### src/rtl/gray_to_binary_tracker_if.sv
// Port bundle for gray_to_binary_tracker: enable/clear controls, Gray input, decoded outputs.
// err_cnt exists only when GRAY_ERR_CNT_EN is defined.
interface gray_to_binary_tracker_if #(parameter int WIDTH = 4);
  logic             en;
  logic             clr_err;
  logic [WIDTH-1:0] gray_in;
  logic [WIDTH-1:0] bin_out;
  logic             bin_valid;
  logic             step_pulse;
  logic [WIDTH-1:0] delta;
  logic             err_pulse;
  logic             err_sticky;
`ifdef GRAY_ERR_CNT_EN
  logic [7:0]       err_cnt;
`endif

  modport master (
`ifdef GRAY_ERR_CNT_EN
    input  err_cnt,
`endif
    output en, clr_err, gray_in,
    input  bin_out, bin_valid, step_pulse, delta, err_pulse, err_sticky
  );

  modport slave (
`ifdef GRAY_ERR_CNT_EN
    output err_cnt,
`endif
    input  en, clr_err, gray_in,
    output bin_out, bin_valid, step_pulse, delta, err_pulse, err_sticky
  );
endinterface

### src/rtl/gray_to_binary_tracker.sv
// Synchronises an asynchronous Gray count, decodes it and classifies each change as a legal
// one-code step or an illegal jump. Optional error counter enabled by GRAY_ERR_CNT_EN.
module gray_to_binary_tracker #(
  parameter int WIDTH       = 4,
  parameter int SYNC_STAGES = 2
) (
  input  logic                 clk,
  input  logic                 rst_n,
  gray_to_binary_tracker_if.slave bus
);
  localparam int CW = $clog2(SYNC_STAGES + 1);

  typedef enum logic [1:0] {FILL, BASE, RUN} state_t;

  logic [WIDTH-1:0] sync_reg [SYNC_STAGES];
  logic [WIDTH-1:0] g_sync;
  logic [WIDTH-1:0] bin_new;
  logic [WIDTH-1:0] diff;

  state_t           state_reg, state_next;
  logic [CW-1:0]    fill_cnt_reg, fill_cnt_next;
  logic [WIDTH-1:0] g_prev_reg, g_prev_next;
  logic [WIDTH-1:0] bin_out_reg, bin_out_next;
  logic [WIDTH-1:0] delta_reg, delta_next;
  logic             valid_reg, valid_next;
  logic             step_reg, step_next;
  logic             err_reg, err_next;
  logic             sticky_reg, sticky_next;

  always_ff @(posedge clk or negedge rst_n) begin
    if (!rst_n) begin
      for (int i = 0; i < SYNC_STAGES; i++) sync_reg[i] <= '0;
    end else begin
      sync_reg[0] <= bus.gray_in;
      for (int i = 1; i < SYNC_STAGES; i++) sync_reg[i] <= sync_reg[i-1];
    end
  end

  assign g_sync = sync_reg[SYNC_STAGES-1];

  // Each binary bit is the XOR of all Gray bits at and above it.
  genvar gi;
  generate
    for (gi = 0; gi < WIDTH; gi++) begin : g_decode
      assign bin_new[gi] = ^g_sync[WIDTH-1:gi];
    end
  endgenerate

  assign diff = g_sync ^ g_prev_reg;

  always_ff @(posedge clk or negedge rst_n) begin
    if (!rst_n) begin
      state_reg    <= FILL;
      fill_cnt_reg <= '0;
      g_prev_reg   <= '0;
      bin_out_reg  <= '0;
      delta_reg    <= '0;
      valid_reg    <= 1'b0;
      step_reg     <= 1'b0;
      err_reg      <= 1'b0;
      sticky_reg   <= 1'b0;
    end else begin
      state_reg    <= state_next;
      fill_cnt_reg <= fill_cnt_next;
      g_prev_reg   <= g_prev_next;
      bin_out_reg  <= bin_out_next;
      delta_reg    <= delta_next;
      valid_reg    <= valid_next;
      step_reg     <= step_next;
      err_reg      <= err_next;
      sticky_reg   <= sticky_next;
    end
  end

  always_comb begin
    state_next    = state_reg;
    fill_cnt_next = fill_cnt_reg;
    g_prev_next   = g_prev_reg;
    bin_out_next  = bin_out_reg;
    valid_next    = valid_reg;
    step_next     = 1'b0;
    err_next      = 1'b0;
    delta_next    = '0;
    sticky_next   = sticky_reg & ~bus.clr_err;
    if (!bus.en) begin
      state_next    = FILL;
      fill_cnt_next = '0;
      valid_next    = 1'b0;
    end else begin
      case (state_reg)
        FILL: begin
          // Wait until the sync chain holds only post-enable samples.
          if (fill_cnt_reg == CW'(SYNC_STAGES - 1)) begin
            fill_cnt_next = '0;
            state_next    = BASE;
          end else begin
            fill_cnt_next = fill_cnt_reg + 1'b1;
          end
        end
        BASE: begin
          g_prev_next  = g_sync;
          bin_out_next = bin_new;
          valid_next   = 1'b1;
          state_next   = RUN;
        end
        RUN: begin
          if (diff != '0) begin
            g_prev_next  = g_sync;
            bin_out_next = bin_new;
            delta_next   = bin_new - bin_out_reg;
            if ((diff & (diff - 1'b1)) == '0) begin
              step_next = 1'b1;
            end else begin
              err_next    = 1'b1;
              sticky_next = 1'b1;
            end
          end
        end
        default: state_next = FILL;
      endcase
    end
  end

  assign bus.bin_out    = bin_out_reg;
  assign bus.bin_valid  = valid_reg;
  assign bus.step_pulse = step_reg;
  assign bus.delta      = delta_reg;
  assign bus.err_pulse  = err_reg;
  assign bus.err_sticky = sticky_reg;

`ifdef GRAY_ERR_CNT_EN
  logic [7:0] err_cnt_reg, err_cnt_next;

  // A new error takes priority over clr_err and restarts the count at one.
  always_comb begin
    err_cnt_next = err_cnt_reg;
    if (err_next) begin
      if (bus.clr_err)               err_cnt_next = 8'd1;
      else if (err_cnt_reg != 8'hFF) err_cnt_next = err_cnt_reg + 8'd1;
    end else if (bus.clr_err) begin
      err_cnt_next = '0;
    end
  end

  always_ff @(posedge clk or negedge rst_n) begin
    if (!rst_n) err_cnt_reg <= '0;
    else        err_cnt_reg <= err_cnt_next;
  end

  assign bus.err_cnt = err_cnt_reg;
`endif
endmodule
### src/flat_wrapper.sv
// flat-port wrapper written by rule: the top's interface ports become plain ports
module gray_to_binary_tracker_flat 
#(
  parameter int WIDTH       = 4,
  parameter int SYNC_STAGES = 2
)
  (clk, rst_n, bus_en, bus_clr_err, bus_gray_in, bus_bin_out, bus_bin_valid, bus_step_pulse, bus_delta, bus_err_pulse, bus_err_sticky);
  gray_to_binary_tracker_if #(.WIDTH(WIDTH)) bus_i ();
  input  logic clk;
  input  logic rst_n;
  input wire logic [$bits(bus_i.en)-1:0] bus_en;
  input wire logic [$bits(bus_i.clr_err)-1:0] bus_clr_err;
  input wire logic [$bits(bus_i.gray_in)-1:0] bus_gray_in;
  output wire logic [$bits(bus_i.bin_out)-1:0] bus_bin_out;
  output wire logic [$bits(bus_i.bin_valid)-1:0] bus_bin_valid;
  output wire logic [$bits(bus_i.step_pulse)-1:0] bus_step_pulse;
  output wire logic [$bits(bus_i.delta)-1:0] bus_delta;
  output wire logic [$bits(bus_i.err_pulse)-1:0] bus_err_pulse;
  output wire logic [$bits(bus_i.err_sticky)-1:0] bus_err_sticky;
  assign bus_i.en = bus_en;
  assign bus_i.clr_err = bus_clr_err;
  assign bus_i.gray_in = bus_gray_in;
  assign bus_bin_out = bus_i.bin_out;
  assign bus_bin_valid = bus_i.bin_valid;
  assign bus_step_pulse = bus_i.step_pulse;
  assign bus_delta = bus_i.delta;
  assign bus_err_pulse = bus_i.err_pulse;
  assign bus_err_sticky = bus_i.err_sticky;
  gray_to_binary_tracker #(.WIDTH(WIDTH), .SYNC_STAGES(SYNC_STAGES)) u_core (.clk(clk), .rst_n(rst_n), .bus(bus_i));
endmodule
### config.mk
export PLATFORM = sky130hd
export DESIGN_NAME = gray_to_binary_tracker_flat
export DESIGN_NICKNAME = d
export VERILOG_FILES = /design/src/rtl/gray_to_binary_tracker_if.sv /design/src/rtl/gray_to_binary_tracker.sv /design/src/flat_wrapper.sv
export SDC_FILE = /design/constraint.sdc
export NUM_CORES = 1
export LEC_CHECK = 0
export CAP_MARGIN = 20
export CORE_ASPECT_RATIO = 1.5
export CORE_MARGIN = 3
export CORE_UTILIZATION = 54
export CTS_BUF_LIST = sky130_fd_sc_hd__clkbuf_16
export DETAILED_ROUTE_END_ITERATION = 16
export GPL_TIMING_DRIVEN = 0
export HOLD_SLACK_MARGIN = 0.05
export MAX_ROUTING_LAYER = met4
export PLACE_DENSITY_LB_ADDON = 0.08
export SLEW_MARGIN = 10
export SYNTH_ARGS = -nofsm -noshare
export SYNTH_HDL_FRONTEND = slang
export SYNTH_SLANG_ARGS = --single-unit
### constraint.sdc
create_clock -name clk -period 3.9 [get_ports clk]
set_input_delay 0.585 -clock clk [delete_from_list [all_inputs] [get_ports clk]]
set_output_delay 0.585 -clock clk [all_outputs]
set_load 0.01 [all_outputs]
Word level (Yosys, flattened, before mapping):

Index checks and enable logic that the tools add are counted.

* register bits: 28
* logic and storage cells: 62

* multiplexer cells: 27
* bitwise gates (word level): 4
* equality and inequality tests: 8
* add/subtract/negate cells: 3
* reduce and logical (&&, ||, !) cells: 9

Operator list (number)
* $mux W4: 5
* $pmux W4 S2: 2
* $mux W1: 14
* $mux W2: 5
* $ne A2 B1 Y1 const B: 3
* $pmux W2 S3: 1
* $and A4 B4 Y4: 1
* $eq A2 B1 Y1 const B: 2
* $logic_not A4 Y1: 1
* $reduce_bool A4 Y1: 1
* $reduce_xor A4 Y1: 1
* $sub A4 B1 Y4 const B: 1
* $sub A4 B4 Y4: 1
* $xor A4 B4 Y4: 1
* $ne A3 B2 Y1 const B: 1
* $reduce_and A3 Y1: 1
* $reduce_xor A3 Y1: 1
* $add A2 B1 Y2 const B: 1
* $eq A2 B2 Y1 const B: 1
* $logic_not A2 Y1: 1
* $ne A2 B2 Y1 const B: 1
* $reduce_and A2 Y1: 1
* $reduce_bool A2 Y1: 1
* $reduce_xor A2 Y1: 1
* other kinds (2): 2

Depth between registers and ports, before layout:

Gate-level depths: netlist of run 1.

* word-level depth: 8
* depth in mapped cells: 8

Least setup slack after synthesis of run 1:

OpenSTA, ideal clock, no wires.

* path kind: register -> register
* start: register u_core.sync_reg (netlist bit u_core.g_sync[3])
* end: register u_core.delta_reg[3], in the netlist u_core.bus.delta[3]
* required time: 3822 ps
* cell stages (with the launch flop): 9
* path slack: 1809 ps
* arrival time: 2014 ps
* buffers on the path: 0
* setup time: 78 ps
* clock period less this slack: 2091 ps
* cell sequence: dfrtp_1 -> xor2_1 -> xor2_1 -> xnor2_1 -> ha_1 -> nor2b_1 -> o21ai_0 -> or4b_1 -> a21oi_1

* cells in the longest elaborated chain, start to end: 5
* elaborated cells between the ends (all ways): 9

RTL lines
* from (decl): line gray_to_binary_tracker.sv:15 `logic [WIDTH-1:0] sync_reg [SYNC_STAGES];`
* $reduce_xor A2 Y1: line gray_to_binary_tracker.sv:45 `assign bin_new[gi] = ^g_sync[WIDTH-1:gi];`
* via u_core.bin_new[2]: line gray_to_binary_tracker.sv:17 `logic [WIDTH-1:0] bin_new;`
* $sub A4 B4 Y4: line gray_to_binary_tracker.sv:110 `delta_next = bin_new - bin_out_reg;`
* $mux W4: line gray_to_binary_tracker.sv:107 `if (diff != '0) begin`
* $mux W4: line gray_to_binary_tracker.sv:90 `case (state_reg)`
* $mux W4: line gray_to_binary_tracker.sv:85 `if (!bus.en) begin`
* via u_core.delta_next[3]: line gray_to_binary_tracker.sv:24 `logic [WIDTH-1:0] delta_reg, delta_next;`
* to (signal assigned): line gray_to_binary_tracker.sv:67 `delta_reg <= delta_next;`
* to (decl): line gray_to_binary_tracker.sv:24

The timed path passes the listed nets, and every way through them passes these cells.
A chain may end at the register's enable or synchronous reset.

Worst setup path in the final report of run 1:

Ends and elaborated chain as after synthesis.

==> results of run 1 <==
final cells by class:
cell class / instances / share of cell area
multi-input combinational: 50 / 0.282
inverter: 7 / 0.0183
clock buffer: 3 / 0.0522
timing repair buffer: 20 / 0.151
sequential: 27 / 0.470
tap: 21 / 0.0183
clock inverter: 1 / 0.00261
buffer: 1 / 0.00522
kinds of logic after synthesis:
kind of cell	Yosys count
AOI/OAI and AO/OA	12
adders and majority gates	5
DFF	27
buffers and inverters	8
muxes	7
xor gates and xnor gates	11
and+or+nand+nor	15
cell usage in the layout (no fill, tap or decap), types with 2 or more instances in the layout:
cell / n
mux2i_1: 2
clkbuf_16: 3
xor2_1: 5
xnor2_1: 6
mux2_2: 5
nand2_1: 3
nor2_1: 4
a21o_1: 3
inv_1: 8
ha_1: 3
clkdlybuf4s50_1: 19
and3_1: 2
nor2b_1: 3
dfrtp_1: 27
a21oi_1: 3
worst max-delay path: cells and delay by family, from the launching register on:
kind	cells	cell delay (ns)
DFF	1	0.44
xor gates and xnor gates	3	0.82
adders and majority gates	1	0.22
and+or+nand+nor	2	0.52
AOI/OAI and AO/OA	2	0.39
worst max path at each step:
stage | cells after the start | startpoint | slack (ns) | end
2_1_floorplan | 8 | u_core.g_sync[3] | 1.81 | u_core.bus.delta[3]
3_3_place_gp | 8 | u_core.g_sync[3] | 1.56 | u_core.bus.delta[3]
5_1_grt | 8 | u_core.g_sync[3] | 1.26 | u_core.bus.delta[3]
4_1_cts | 8 | u_core.g_sync[3] | 1.42 | u_core.bus.delta[3]
3_5_place_dp | 8 | u_core.g_sync[3] | 1.45 | u_core.bus.delta[3]
6_report | 8 | u_core.g_sync[3] | 1.42 | u_core.bus.delta[3]
power by group through the flow:
stage,Sequential (uW),Clock (uW),Combinational [uW]
detailed placement,395,0,364
floorplan,399,0,227
CTS,390,226,375
global route,398,240,410
global placement,388,0,344
finish,389,225,368
through the flow:
stage	cell area, sq um	hold WS [ns]	total power (uW)	util
2_1_floorplan	1110	0.289	625	-
5_1_grt	1440	0.364	1050	0.756
6_report	1440	0.349	982	0.756
3_3_place_gp	1330	0.333	732	0.700
3_5_place_dp	1360	0.336	759	0.714
4_1_cts	1440	0.351	991	0.756
routing by layer:
metal  up-vias  part of all wire  global-route usage
met1       342              0.36               0.181
met2        24              0.56               0.311
met5         -                 0                   -
met4         0             0.025              0.0905
met3         7             0.052              0.0263
li1        334                 -                   -
==> out/results.txt, run 1 <==
clock share of power - 0.229
R2R setup slack - 1.42 ns
Post-DP HPWL - 1430 um
post-synthesis async set-or-reset flop share - 1.00
vias in the first global route - 747
CP required - 4.08 ns
TritonCTS Sinks - 27
hold_buf cts - 0
Rows - 19
post_cts resized - 0
reg2reg start - u_core.g_sync[3]
largest net degree at the start of global routing - 19
Initial DRT Pass Iterations - 4
post-route ant nets - 0
post-synthesis sequential area ratio - 0.606
Logic pwr share - 0.374
synth cell count leaders - 27 x dfrtp_1, 7 x inv_1, 6 x xnor2_1
Switch Pwr - 307 uW
register bit total from synthesis - 27
share of the synthesized area in the top cell type - 0.606
maximum vdd drop - 0.467 mV
CP max-delay cell - or4b_1
mux contribution to synthesized area - 0.0685
CP endpoint kind - flop
Post-CTS Setup Bufs - 0
max cap viols - 0
Final Setup Violations - 0
Non-Filler Instances - 130
worst skew pair latency - 0.26 ns
RSZ-0062 raised after global routing - false
Final GP Congestion - 0.711
n_diodes - 0
total track usage - 0.173
drc violations - 0
HP Class - reg2reg
clock skew - 0.00199 ns
Place WS - 1.45 ns
H-tree Lvls - 1
slowest stage delay, CP - 0.47 ns
fin crit share - 0.635
First DRT Iteration DRCs - 7
Die Width - 43.1 um
Synth Area in Adders - 0.0606
worst-path maximum fanout - 4
minimum clock period - 2.48 ns
placed insts - 126
Multi-input gate area - 405 sq um
Syn Nets - 97
CTS tree - built
simple-gate share of the synthesized area - 0.0730
Hold Path Origin - u_core.sync_reg[5]
PortBufs - 19
maximum clock rate - 404 MHz
Synth Area in Compound Gates - 0.0752
status - completed
# nets final - 122
WL/cell - 14.7 um
IO Count - 20
Final Hold Violating Endpoints - 0
Post-synth EDFFs - 0
power per standard cell area - 683 nW/um^2
critical path cell sequence - xor2_1, xor2_1, xnor2_1, ha_1, nor2b_1, o21ai_0, or4b_1, a21oi_1
Mapped Cells - 85
layout overhead on the synthesized area - 29.0%
GRT overflow - 0
dominant synthesized flop cell - dfrtp_1
relative slew slack - 0.614
Yosys warnings - 0
root buffer cell - clkbuf_16
Slew Viols, Final - 0
height of the die - 61.6 um
Reg clk slew, reported paths - 0.06 ns
top cells by area, synth - dfrtp_1 61%, mux2_2 5.1%, xnor2_1 4.7%
FF-to-FF path depth - 8
WHS Endpoint - u_core.g_sync[1]
Post-Synth XOR/XNOR Area - 0.0864
vias - 707
WL final - 1920 um
critical path class - reg2reg
Initial Utilization - 0.586
Worst path most repeated cell - xor2_1
count of different cell masters after synthesis - 25
first-pass GRT wire length - 3220 um
initial antenna violation count - 0
R2R Path End - u_core.bus.delta[3]
Mapped Area - 1110 sq um
main combinational cell family by area after synthesis - XOR/XNOR gates
Seq pwr share - 0.396
final setup TNS - 0 ns
cts bufs inserted - 3
Mean Syn Cell Area - 13.1 sq um
Sw Ratio - 0.312
FILL cells - 129
share of post-route cells with drive strength above 1 - 0.101
Pint - 675 uW
Vias/cell - 5.44
P_leak - 0.000677 uW
count leader, synth - dfrtp_1
crit start category - flop
Worst-Margin Slew - 0.575 ns
Placeable Area - 1900 sq um
die area - 2660 sq um
final worst slack - 1.42 ns
Clock Tree Buf Depth - 2
Critical Path AT - 2.66 ns
leading area contributor after synthesis - dfrtp_1
Register Area - 676 sq um
hold path depth - 0
(Power assumes the default switching activity.)
==> run 2, diff against run 1 <==
- CORE_UTILIZATION: 54 -> 50
- clock period: 3.9 -> 2.4 ns (I/O delays scaled with it)
==> run 2 against run 1 <==
  * Combinational power grew 60%
  * Critical path type unchanged
  * Register-to-register slack got worse by 1.2 ns
  * Clock skew increased by 0.0017 ns
  * Via count fell by 5.0%
  * Die area up 7.0%
  * Global-route usage decreased by 3.1 points
  * Sequential share of layout area shrank 0.41 points
  * First-iteration DRC count rose to 2.9 times the previous value
  * Highest routed layer unchanged
  * Non-clock buffer count up 1
==> out/results.txt, run 2 (synthesis gave the netlist of run 1 again) <==
Slew Viols, Final - 0 (unchanged)
Post-DP HPWL - 1320 um (-7.3%)
TritonCTS Sinks - 27 (unchanged)
share of post-route cells with drive strength above 1 - 0.136 (+0.0354)
Sw Ratio - 0.303 (-0.00891)
Reg clk slew, reported paths - 0.06 ns (about the same)
Switch Pwr - 480 uW (+57%)
clock share of power - 0.231 (+0.002)
WL/cell - 12.6 um (-14%)
PortBufs - 19 (unchanged)
vias - 672 (-5.0%)
FF-to-FF path depth - 8 (unchanged)
vias in the first global route - 687 (-8.0%)
Clock Tree Buf Depth - 2 (unchanged)
RSZ-0062 raised after global routing - false
most frequent cells in the layout - 27 x dfrtp_1, 19 x clkdlybuf4s50_1, 7 x inv_1
P_leak - 0.000677 uW (+0.12%)
reg2reg start - u_core.g_sync[3]
Placeable Area - 2080 sq um (+9.2%)
Initial DRT Pass Iterations - 4 (unchanged)
initial antenna violation count - 0 (unchanged)
largest net degree at the start of global routing - 16 (-3)
# nets final - 123 (+0.82%)
R2R Path End - u_core.bus.delta[3]
root buffer cell - clkbuf_16
max cap viols - 0 (unchanged)
maximum vdd drop - 0.770 mV (+65%)
R2R setup slack - 0.22 ns (-1.21 ns)
Final GP Congestion - 0.723 (+1.7%)
worst skew pair latency - 0.26 ns (about the same)
WHS Endpoint - u_core.g_sync[3]
CP required - 2.58 ns (-1.50 ns)
GRT overflow - 0 (unchanged)
Final Hold Violating Endpoints - 0 (unchanged)
n_diodes - 0 (unchanged)
power per standard cell area - 1090 nW/um^2 (+60%)
CTS tree - built
worst-path maximum fanout - 4 (unchanged)
Hold Path Origin - u_core.sync_reg[7]
First DRT Iteration DRCs - 20 (+13)
minimum clock period - 2.18 ns (-0.292 ns)
CP endpoint kind - flop
HP Class - reg2reg
WL final - 1670 um (-13%)
Final Setup Violations - 0 (unchanged)
final setup TNS - 0 ns (unchanged)
Setup crit start - u_core.g_sync[3]
relative slew slack - 0.573 (-0.0412)
final total power - 1580 uW (+61%)
fin crit share - 0.910 (+0.275)
total track usage - 0.142 (-0.0313)
Pint - 1100 uW (+63%)
Logic pwr share - 0.372 (-0.002)
first-pass GRT wire length - 2930 um (-8.8%)
Worst-Margin Slew - 0.639 ns (+0.0637 ns)
clock skew - 0.00365 ns (+0.00166 ns)
Seq pwr share - 0.396 (about the same)
critical path class - reg2reg
commonest non-fill, non-tap cell in the layout - dfrtp_1
Rows - 20 (+1)
Die Width - 44.6 um (+3.4%)
height of the die - 63.8 um (+3.5%)
hold_buf cts - 0 (unchanged)
hold_ws - 0.350 ns (+0.00146 ns)
Initial Utilization - 0.537 (-0.0494)
maximum clock rate - 458 MHz (+13%)
Vias/cell - 5.09 (-6.4%)
IO Count - 20 (unchanged)
status - completed
Critical Path AT - 2.36 ns (-0.30 ns)
die area - 2840 sq um (+7.0%)
drc violations - 0 (unchanged)
H-tree Lvls - 1 (unchanged)
post-route ant nets - 0 (unchanged)
layout overhead on the synthesized area - 30.1%
hold path depth - 0 (unchanged)
crit start category - flop
cts bufs inserted - 3 (unchanged)
==> run 2: critical path: stages (launching register included) <==
cell	delay [ns]
dfrtp_1	0.45
xor2_2	0.26
xor2_2	0.22
xnor2_1	0.17
ha_1	0.22
nor2b_1	0.06
o21ai_1	0.16
or4b_1	0.44
a21oi_1	0.13
==> run 2: per-layer routing <==
layer	wire length, um	global-route usage	share of wire
met2	903	0.243	0.54
met5	0	-	0
met3	67	0.0254	0.040
met4	18	0.0679	0.011
met1	676	0.150	0.41
==> run 2: power groups by stage <==
stage	Clock (uW)	Sequential, uW	Combinational (uW)
5_1_grt	391	645	653
3_3_place_gp	0	630	562
4_1_cts	373	629	588
3_5_place_dp	0	637	581
6_report	366	627	589
2_1_floorplan	0	648	368
==> run 2: per-stage QoR <==
| stage | cells | worst slack [ns] | util | area, sq um |
|---|---|---|---|---|
| floorplan | 85 | 0.309 | - | 1110 |
| global placement | 126 | 0.0489 | 0.642 | 1330 |
| detailed placement | 127 | 0.0348 | 0.649 | 1350 |
| CTS | 131 | 0.0260 | 0.687 | 1430 |
| global route | 132 | 0.0666 | 0.698 | 1450 |
| finish | 132 | 0.217 | 0.698 | 1450 |
==> run 2: repair_timing <==
action	CTS	global route
gates resized for setup	0	3
buffers inserted	0	1
setup endpoints to repair	0	1
==> run 2: cell type report <==
type	instances	area [sq um]
sequential	27	676
fill	164	627
multi-input combinational	50	420
timing repair buffer	21	213
clock buffer	3	75.1
tap	22	27.5
inverter	7	26.3
buffer	1	7.51
clock inverter	1	5.00
==> run 2: how the worst max path moves through the flow <==
stage          depth (start not counted)                   to  slack, ns
6_report                               8  u_core.bus.delta[3]       0.22
5_1_grt                                8  u_core.bus.delta[3]       0.07
4_1_cts                                8  u_core.bus.delta[3]       0.03
3_5_place_dp                           8  u_core.bus.delta[3]       0.03
3_3_place_gp                           8  u_core.bus.delta[3]       0.05
2_1_floorplan                          8  u_core.bus.delta[3]       0.31
